$ cat src/rtl/gray_fifo_ptr_ctrl.sv
// Single-clock FIFO pointer controller: binary write/read pointers, storage strobes/addresses,
// full/empty/count status and registered gray pointer copies. Optional GRAY_FIFO_ERR_FLAG_EN adds sticky error flags.
module gray_fifo_ptr_ctrl #(
   parameter int ADDR_W = 3
) (
   input  logic              clk,
   input  logic              reset_n,
   input  logic              push_i,
   input  logic              pop_i,
`ifdef GRAY_FIFO_ERR_FLAG_EN
   input  logic              clr_err_i,
   output logic              overflow_o,
   output logic              underflow_o,
`endif
   output logic              wr_en_o,
   output logic              rd_en_o,
   output logic [ADDR_W-1:0] wr_addr_o,
   output logic [ADDR_W-1:0] rd_addr_o,
   output logic [ADDR_W:0]   wr_ptr_gray_o,
   output logic [ADDR_W:0]   rd_ptr_gray_o,
   output logic              full_o,
   output logic              empty_o,
   output logic [ADDR_W:0]   count_o
);

   logic [ADDR_W:0] wr_ptr;
   logic [ADDR_W:0] rd_ptr;
   logic [ADDR_W:0] wr_nxt;
   logic [ADDR_W:0] rd_nxt;

   function automatic logic [ADDR_W:0] bin2gray(input logic [ADDR_W:0] b);
      return b ^ (b >> 1);
   endfunction

   // Request/accept handshake: a request (push_i/pop_i) is taken in the cycle it is
   // presented iff the FIFO is not full/empty; the strobe is that accept, and a refused
   // request is simply dropped (the requester must re-present it). Nothing is accepted in reset.
   always_comb begin
      full_o    = (wr_ptr[ADDR_W] != rd_ptr[ADDR_W]) &&
                  (wr_ptr[ADDR_W-1:0] == rd_ptr[ADDR_W-1:0]);
      empty_o   = (wr_ptr == rd_ptr);
      count_o   = wr_ptr - rd_ptr;
      wr_en_o   = push_i & ~full_o & reset_n;
      rd_en_o   = pop_i & ~empty_o & reset_n;
      wr_addr_o = wr_ptr[ADDR_W-1:0];
      rd_addr_o = rd_ptr[ADDR_W-1:0];
      wr_nxt    = wr_ptr + {{ADDR_W{1'b0}}, wr_en_o};
      rd_nxt    = rd_ptr + {{ADDR_W{1'b0}}, rd_en_o};
   end

   // Gray copies are taken from the next binary value so they never lag the pointers.
   always_ff @(posedge clk or negedge reset_n) begin
      if (!reset_n) begin
         wr_ptr        <= '0;
         rd_ptr        <= '0;
         wr_ptr_gray_o <= '0;
         rd_ptr_gray_o <= '0;
      end else begin
         wr_ptr        <= wr_nxt;
         rd_ptr        <= rd_nxt;
         wr_ptr_gray_o <= bin2gray(wr_nxt);
         rd_ptr_gray_o <= bin2gray(rd_nxt);
      end
   end

`ifdef GRAY_FIFO_ERR_FLAG_EN
   // Sticky flags: a new refused request wins over a clear in the same cycle.
   always_ff @(posedge clk or negedge reset_n) begin
      if (!reset_n) begin
         overflow_o  <= 1'b0;
         underflow_o <= 1'b0;
      end else begin
         overflow_o  <= (push_i & full_o) | (overflow_o & ~clr_err_i);
         underflow_o <= (pop_i & empty_o) | (underflow_o & ~clr_err_i);
      end
   end
`endif

endmodule
$ cat config.mk
export PLATFORM = sky130hd
export DESIGN_NAME = gray_fifo_ptr_ctrl
export DESIGN_NICKNAME = d
export VERILOG_FILES = /design/src/rtl/gray_fifo_ptr_ctrl.sv
export SDC_FILE = /design/constraint.sdc
export NUM_CORES = 1
export LEC_CHECK = 0
export CORE_AREA = 2 2 39 41
export DETAILED_ROUTE_END_ITERATION = 10
export DIE_AREA = 0 0 41 43
export DONT_BUFFER_PORTS = 1
export PLACE_DENSITY = 0.73
export SKIP_LAST_GASP = 1
export SYNTH_ARGS = -nofsm -noshare
export SYNTH_HDL_FRONTEND = slang
export SYNTH_SLANG_ARGS = --single-unit
$ cat constraint.sdc
create_clock -name clk -period 3.5 [get_ports clk]
set_clock_uncertainty 0.2 [all_clocks]
set_input_delay 0.7 -clock clk [delete_from_list [all_inputs] [get_ports clk]]
set_output_delay 0.7 -clock clk [all_outputs]
set_load 0.02 [all_outputs]
==> reports/qor.csv, run 1 <==
metric,value,unit
avgSynthCellArea,11.60,sq um
postCtsSetupBuffers,0,
setup_viol,0,
finalHoldViolations,0,
worstSetupPathType,reg -> out,
drt_iter0_markers,2,
synth_top_area_cell,dfrtp_1,
core,1384,sq um
layout_commonest_cell,dfrtp_1,
synth_warnings,0,
postLayoutCoreUtil,53.80,%
antenna_found_initial,0,
syn_nets,71,
clock_path_buffers,2,
max_cap_viol_count,0,
layout-drive-gt1-share,6.250,%
wl_per_cell,12.94,microns
worst_path_max_delay_cell,dfrtp_1,
critPathCaptureType,primary output,
yosysTopAreaCellShare,51.19,%
cts-buffers-inserted,3,
insertion_delay,260,ps
ctsResizeCount,0,
cts-root-buf,clkbuf_4,
yosysUniqueCellTypes,12,
hp-start,rd_ptr[3]$_DFF_PN0_,
slowest_delay,530,ps
crit_start,rd_ptr[2]$_DFF_PN0_,
grt_max_degree,15,
hold_path.class,reg -> reg,
post-route-period-util,82.78,%
ant_nets,0,
synthCells,59,
cp_cell_sequence,inv_1 > ha_1 > nand3_1 > and2b_1 > nor2_1,
worst_pin_slew,591.2,ps
drt_wl_total,1.035,mm
via_count,405,
die_w,41,microns
rows,14,
syn_area,684.4,sq um
layout_common_cells,"dfrtp_1, xor2_1, nand2_1, ha_1",
die_h,43,microns
slew_headroom,60.46,%
place_congestion,0.7119,
rsz0062_at_grt,no,
period_needed,2897,ps
slew_violations,0,
area_growth,8.775,%
grt_pass1_wl,1.725,mm
hpwlAfterDp,791.7,microns
cts.sinks,14,
netlist_top_cells_area,"dfrtp_1, ha_1, xor2_1",
dieArea,1763,sq um
fin_nets,78,
start_kind,flip-flop,
gr-usage-all-layers,15.02,%
diodes,0,
place_area,711.9,sq um
htreeDepth,1,
outcome,finished clean,
drc,0,
vias_per_cell,5.063,
r2r_start,rd_ptr[2]$_DFF_PN0_,
initial_core_util,49.46,%
first_pass_iters,2,
hold-worst-slack,494.4,ps
overflow,0,
grt_pass1_vias,411,
port_buffers,0,
synth-seq-cells,14,
clk_pin_slew,70,ps
design_area,744.5,sq um
setup_tns,0,ps
critical_path_arrival,2000,ps
num_io_pins,26,
worstPathRequired,2600,ps
fmax,0.3452,GHz
cts_tree,built,
yosysSeqAreaShare,51.19,%
cp_max_fo,5,
-- sequential cells by signal, indices dropped and copies added (netlist names) --
register and count:
rd_ptr 4, wr_ptr_gray_o 3, rd_ptr_gray_o 3, wr_ptr 4
-- area by class of cell --
class	count	area, sq um
clock buffers	3	22.52
fillers	131	639.4
inverters	6	22.52
multi-input cells	39	311.5
flip-flops and latches	14	350.3
well taps	16	20.02
repair buffers	2	17.52
-- cell families after synthesis --
family / after synthesis / synth area share (%)
XOR/XNOR: 15 / 19.20
AND/OR/NAND/NOR: 15 / 9.873
flip-flops: 14 / 51.19
adder cells (fa/ha/maj): 8 / 15.72
buffers and inverters: 6 / 3.290
AO/OA/AOI/OAI: 1 / 0.7306
-- stage by stage --
step / worst slack, ps / cells
finish: 602.8 / 80
global route: 427.6 / 80
CTS: 564.6 / 80
detailed placement: 610.0 / 76
global placement: 678.7 / 76
floorplan: 827.9 / 59
-- worst max-delay path, delay by kind of cell (launching register included) --
family        cells  cell delay (ps)
simple gates      3              790
flops             1              530
fa+ha+maj         1              340
buf+inv           1               80
-- layer usage --
| layer | vias to the layer above | wire [microns] | GRT usage [%] | part of all wire [%] |
|---|---|---|---|---|
| met5 | - | 0 | 0 | 0 |
| met4 | 0 | 12 | 10.00 | 1.2 |
| met3 | 2 | 108 | 6.806 | 10 |
| met2 | 19 | 466 | 20.31 | 45 |
| met1 | 189 | 447 | 18.37 | 43 |
| li1 | 195 | - | - | - |
-- Yosys cell counts, drive strengths merged --
cell type and instances:
a21oi 1, and2b 1, dfrtp 14, fa 1, ha 7, inv 6, nand2 7, nand3 3
nand3b 1, nor2 3, xnor2 6, xor2 9
-- path summary, 6_finish.rpt --
path	slack [ps]	depth (start not counted)	end
worst max register to register	640	9	wr_ptr_gray_o[1]$_DFF_PN0_
max in group asynchronous	2040	1	rd_ptr[1]$_DFF_PN0_
min in group asynchronous	670	1	wr_ptr_gray_o[2]$_DFF_PN0_
worst min-delay path	490	1	rd_ptr[3]$_DFF_PN0_
worst max-delay path	600	5	wr_en_o
worst min register to register	490	1	rd_ptr[3]$_DFF_PN0_
-- what timing repair did --
item | 4_1_cts | 5_1_grt
setup endpoints to repair | 0 | 0
endpoints found under the hold margin | 14 | 0
hold buffers | 1 | 0
Power of run 1 is not shown: default switching activity piles up to over one toggle a cycle in this logic, so the estimate is an artifact.
==> run 2, diff against run 1 <==
- clock period: 3.5 -> 2.8 ns (I/O delays scaled with it)
==> run 2 against run 1 <==
Net effect:
- utilization rose by 3.3 points
- non-clock buffer count grew 6
- largest cell class unchanged
- highest routed layer unchanged
- sequential share of layout area fell by 2.7 points
==> reports/qor.csv, run 2 (synthesis results as in run 1) <==
metric,value,unit,change
design_area,789.5,sq um,+6.1%
drc,0,,unchanged
place_congestion,0.6863,,-3.6%
diodes,0,,unchanged
outcome,finished clean,,
area_growth,15.36,%,
first_pass_iters,2,,unchanged
hpwlAfterDp,843.5,microns,+6.5%
worst_path_max_delay_cell,dfrtp_1,,
grt_max_degree,15,,unchanged
antenna_found_initial,0,,unchanged
layout_commonest_cell,dfrtp_1,,
overflow,0,,unchanged
post-route-period-util,92.91,%,
met3_usage,4.712,%,-2.1 points
insertion_delay,270,ps,about the same
layout-drive-gt1-share,14.29,%,+8.0 points
setup_viol,0,,unchanged
hold-worst-slack,461.2,ps,-33.22 ps
worstPathRequired,2040,ps,-560 ps
grt_use_met2,21.56,%,+1.3 points
layout_common_cells,"dfrtp_1, xor2_1, nand2_1, ha_1, buf_4",,
cts-root-buf,clkbuf_4,,
cts_tree,built,,
die_w,41,microns,unchanged
worst_pin_slew,625.6,ps,+34.35 ps
die_h,43,microns,unchanged
worstSetupPathType,reg -> out,,
grt_pass1_vias,432,,+5.1%
slew_violations,0,,unchanged
period_needed,2602,ps,
dieArea,1763,sq um,unchanged
pre_cts_slack,394.2,ps,-215.7 ps
initial_core_util,49.46,%,unchanged
top_usage_layer,met1,,
port_buffers,0,,unchanged
ant_nets,0,,unchanged
via_count,423,,+4.4%
cp_top_family,adder cells,,
cp_cell_sequence,inv_1 > ha_1 > fa_1 > xnor2_1,,
nFillCells,133,,+1.5%
critPathCaptureType,primary output,,
vias_per_cell,4.919,,-2.8%
grt_pass1_wl,1.966,mm,+14%
gr-usage-met1,24.48,%,+6.1 points
crit_buf_inv,1,,unchanged
core,1384,sq um,unchanged
start_kind,flip-flop,,
fin_nets,84,,+7.7%
wl_per_cell,12.86,microns,-0.60%
clock_path_buffers,2,,unchanged
htreeDepth,1,,unchanged
rows,14,,unchanged
drt_iter0_markers,5,,+3
cts-buffers-inserted,3,,unchanged
slowest_delay,480,ps,-50 ps
critical_path_arrival,1840,ps,-160 ps
finalHoldViolations,0,,unchanged
place_area,757.0,sq um,+6.3%
cp_max_fo,3,,-2
top_regs,"rd_ptr (4), wr_ptr (4)",,
num_io_pins,26,,unchanged
slew_headroom,58.16,%,-2.3 points
clk_pin_slew,70,ps,about the same
setup_tns,0,ps,unchanged
gr-usage-all-layers,16.82,%,+1.8 points
drt_wl_total,1.106,mm,+6.9%
postCtsSetupBuffers,0,,unchanged
final.setup.worst_slack,198.5,ps,-404.3 ps
fmax,0.3844,GHz,
hold_path.class,in -> reg,,
max_cap_viol_count,0,,unchanged
cts.sinks,14,,unchanged
rsz0062_at_grt,no,,
run 2: final timing paths:
check	start	slack [ps]	depth (start not counted)	to
max	wr_ptr[0]$_DFF_PN0_	200	4	count_o[2]
min	reset_n	460	3	wr_ptr[0]$_DFF_PN0_
max reg2reg	wr_ptr[1]$_DFF_PN0_	410	8	wr_ptr_gray_o[1]$_DFF_PN0_
min reg2reg	rd_ptr[2]$_DFF_PN0_	470	2	rd_ptr[2]$_DFF_PN0_
max in group asynchronous	reset_n	1460	1	rd_ptr[1]$_DFF_PN0_
min in group asynchronous	reset_n	540	1	wr_ptr_gray_o[2]$_DFF_PN0_
run 2: area by class of cell:
cell class              instances  area, sq um  area share [%]
flip-flops and latches         14        350.3           44.37
multi-input cells              39        311.5           39.46
repair buffers                  8        62.56           7.924
clock buffers                   3        22.52           2.853
inverters                       6        22.52           2.853
well taps                      16        20.02           2.536
run 2: repair_timing:
| item | in CTS | in global routing |
|---|---|---|
| resized for setup | 0 | 0 |
| hold buffers | 1 | 0 |
| endpoints found under the hold margin | 14 | 0 |
| setup endpoints to repair | 0 | 0 |
run 2: per-layer routing:
metal,vias up,routed length (microns)
li1,207,-
met1,193,499
met2,21,505
met3,2,85
met4,0,15
met5,-,0
run 2: metrics by stage:
step	instances	utilization (%)
after global placement	82	54.70
after detailed placement	82	54.70
after floorplan	59	-
after global routing	86	57.05
final	86	57.05
after CTS	86	57.05
run 2: worst min-delay path: stages:
cell	delay, ps
nand2_1	30
nor2_1	130
ha_1	180
Power of run 2 is left out for the same reason.
==> run 3, diff against run 2 <==
- CORE_AREA: 2 2 39 41 -> 3 3 40 42
- DIE_AREA: 0 0 41 43 -> 0 0 43 45
==> run 3 against run 2 <==
Net effect:
- setup slack worse by 38 ps
- critical path depth unchanged
- maximum frequency down 1.4%
- register-to-register slack about the same
- utilization up 4.9 points
- non-clock buffer count up 1
- highest routed layer unchanged
==> reports/qor.csv, run 3 (synthesis results as in run 1) <==
metric,value,unit,change
port_buffers,0,,unchanged
cts-root-buf,clkbuf_4,,
reg2regPathDepth,9,,+1
vias_per_cell,5.035,,+2.4%
area_growth,16.27,%,
finalHoldViolations,0,,unchanged
postLayoutCoreUtil,61.93,%,+4.9 points
core,1285,sq um,-7.1%
slew_violations,0,,unchanged
worst_path_max_delay_cell,dfrtp_1,,
ant_nets,0,,unchanged
drt_iter0_markers,0,,-5
rr_endpoint,wr_ptr_gray_o[1]$_DFF_PN0_,,
wl_per_cell,13.77,microns,+7.1%
htreeDepth,1,,unchanged
worstSetupPathType,reg -> out,,
postCtsSetupBuffers,0,,unchanged
top_regs,"rd_ptr (4), wr_ptr (4)",,
grt_pass1_wl,1.890,mm,-3.9%
layout_commonest_cell,dfrtp_1,,
critical_path_arrival,1880,ps,+40 ps
diodes,0,,unchanged
cp_cell_sequence,inv_1 > ha_1 > fa_1 > xnor2_1,,
worstPathRequired,2040,ps,about the same
first_pass_iters,1,,-1
start_kind,flip-flop,,
r2r_start,wr_ptr[0]$_DFF_PN0_,,
initial_core_util,53.26,%,+3.8 points
dieArea,1935,sq um,+9.8%
insertion_delay,270,ps,about the same
drt_wl_total,1.184,mm,+7.1%
fmax,0.3788,GHz,-1.4%
crit_path_end,count_o[2],,
die_h,45,microns,+4.7%
critPathCaptureType,primary output,,
antenna_found_initial,0,,unchanged
clock_path_buffers,2,,unchanged
worst_pin_slew,632.2,ps,+6.621 ps
cp_top_family,adder cells,,
period_needed,2640,ps,+38.20 ps
cts.sinks,14,,unchanged
layout_common_cells,"dfrtp_1, xor2_1, buf_4, nand2_1, ha_1",,
rsz0062_at_grt,no,,
post-route-period-util,94.28,%,+1.4 points
grt_max_degree,15,,unchanged
hold_path.class,in -> reg,,
place_congestion,0.6817,,-0.67%
overflow,0,,unchanged
max_cap_viol_count,0,,unchanged
setup_tns,0,ps,unchanged
layout-drive-gt1-share,15.49,%,+1.2 points
r2r_slack,410,ps,about the same
gr-usage-all-layers,13.81,%,-3.0 points
cp_max_fo,3,,unchanged
slew_headroom,57.72,%,-0.44 points
fin_nets,85,,+1.2%
crit_start,wr_ptr[0]$_DFF_PN0_,,
num_io_pins,26,,unchanged
via_count,433,,+2.4%
die_w,43,microns,+4.9%
crit_buf_inv,1,,unchanged
rows,13,,-1
cts_tree,built,,
slowest_delay,500,ps,+20 ps
drc,0,,unchanged
hpwlAfterDp,918.8,microns,+8.9%
cp.depth,4,,unchanged
grt_pass1_vias,426,,-1.4%
clk_pin_slew,80,ps,about the same
setup_viol,0,,unchanged
outcome,finished clean,,
cts-buffers-inserted,3,,unchanged
-- run 3: layout make-up --
cell class	instances	area (sq um)
fill	109	489.2
clock buffer	3	22.52
sequential	14	350.3
tap	15	18.77
multi-input combinational	39	311.5
timing repair buffer	9	70.07
inverter	6	22.52
-- run 3: per-stage QoR --
step,worst slack (ps),area (sq um),hold WS [ps],cells
floorplan,127.9,684.4,64.41,59
global placement,478.3,763.2,64.79,82
detailed placement,427.8,763.2,64.81,82
CTS,152.5,795.8,461.8,86
global route,81.22,795.8,478.3,86
finish,160.3,795.8,462.8,86
-- run 3: how the worst min path moves through the flow --
| stage | endpoint | from | cells past startpoint |
|---|---|---|---|
| final | wr_ptr[0]$_DFF_PN0_ | reset_n | 3 |
| after global routing | rd_ptr[2]$_DFF_PN0_ | rd_ptr[2]$_DFF_PN0_ | 2 |
| after CTS | wr_ptr[0]$_DFF_PN0_ | reset_n | 3 |
| after detailed placement | wr_ptr_gray_o[2]$_DFF_PN0_ | reset_n | 0 |
| after global placement | wr_ptr_gray_o[2]$_DFF_PN0_ | reset_n | 0 |
| after floorplan | rd_ptr[0]$_DFF_PN0_ | reset_n | 0 |
-- run 3: layer usage --
metal	global-route usage, %	routed length (microns)	vias to the layer above
met5	0	0	-
met4	9.036	17	0
met3	3.586	109	2
met2	20.96	553	17
met1	17.51	503	203
li1	-	-	211
-- run 3: repair_timing --
item	4_1_cts	5_1_grt
resized for setup	0	0
hold buffers	1	0
endpoints found under the hold margin	14	0
-- run 3: tightest hold or removal path, cell delays in order --
cell and delay, ps:
nand2_1 30, nor2_1 120, ha_1 180
Power of run 3 is left out for the same reason.
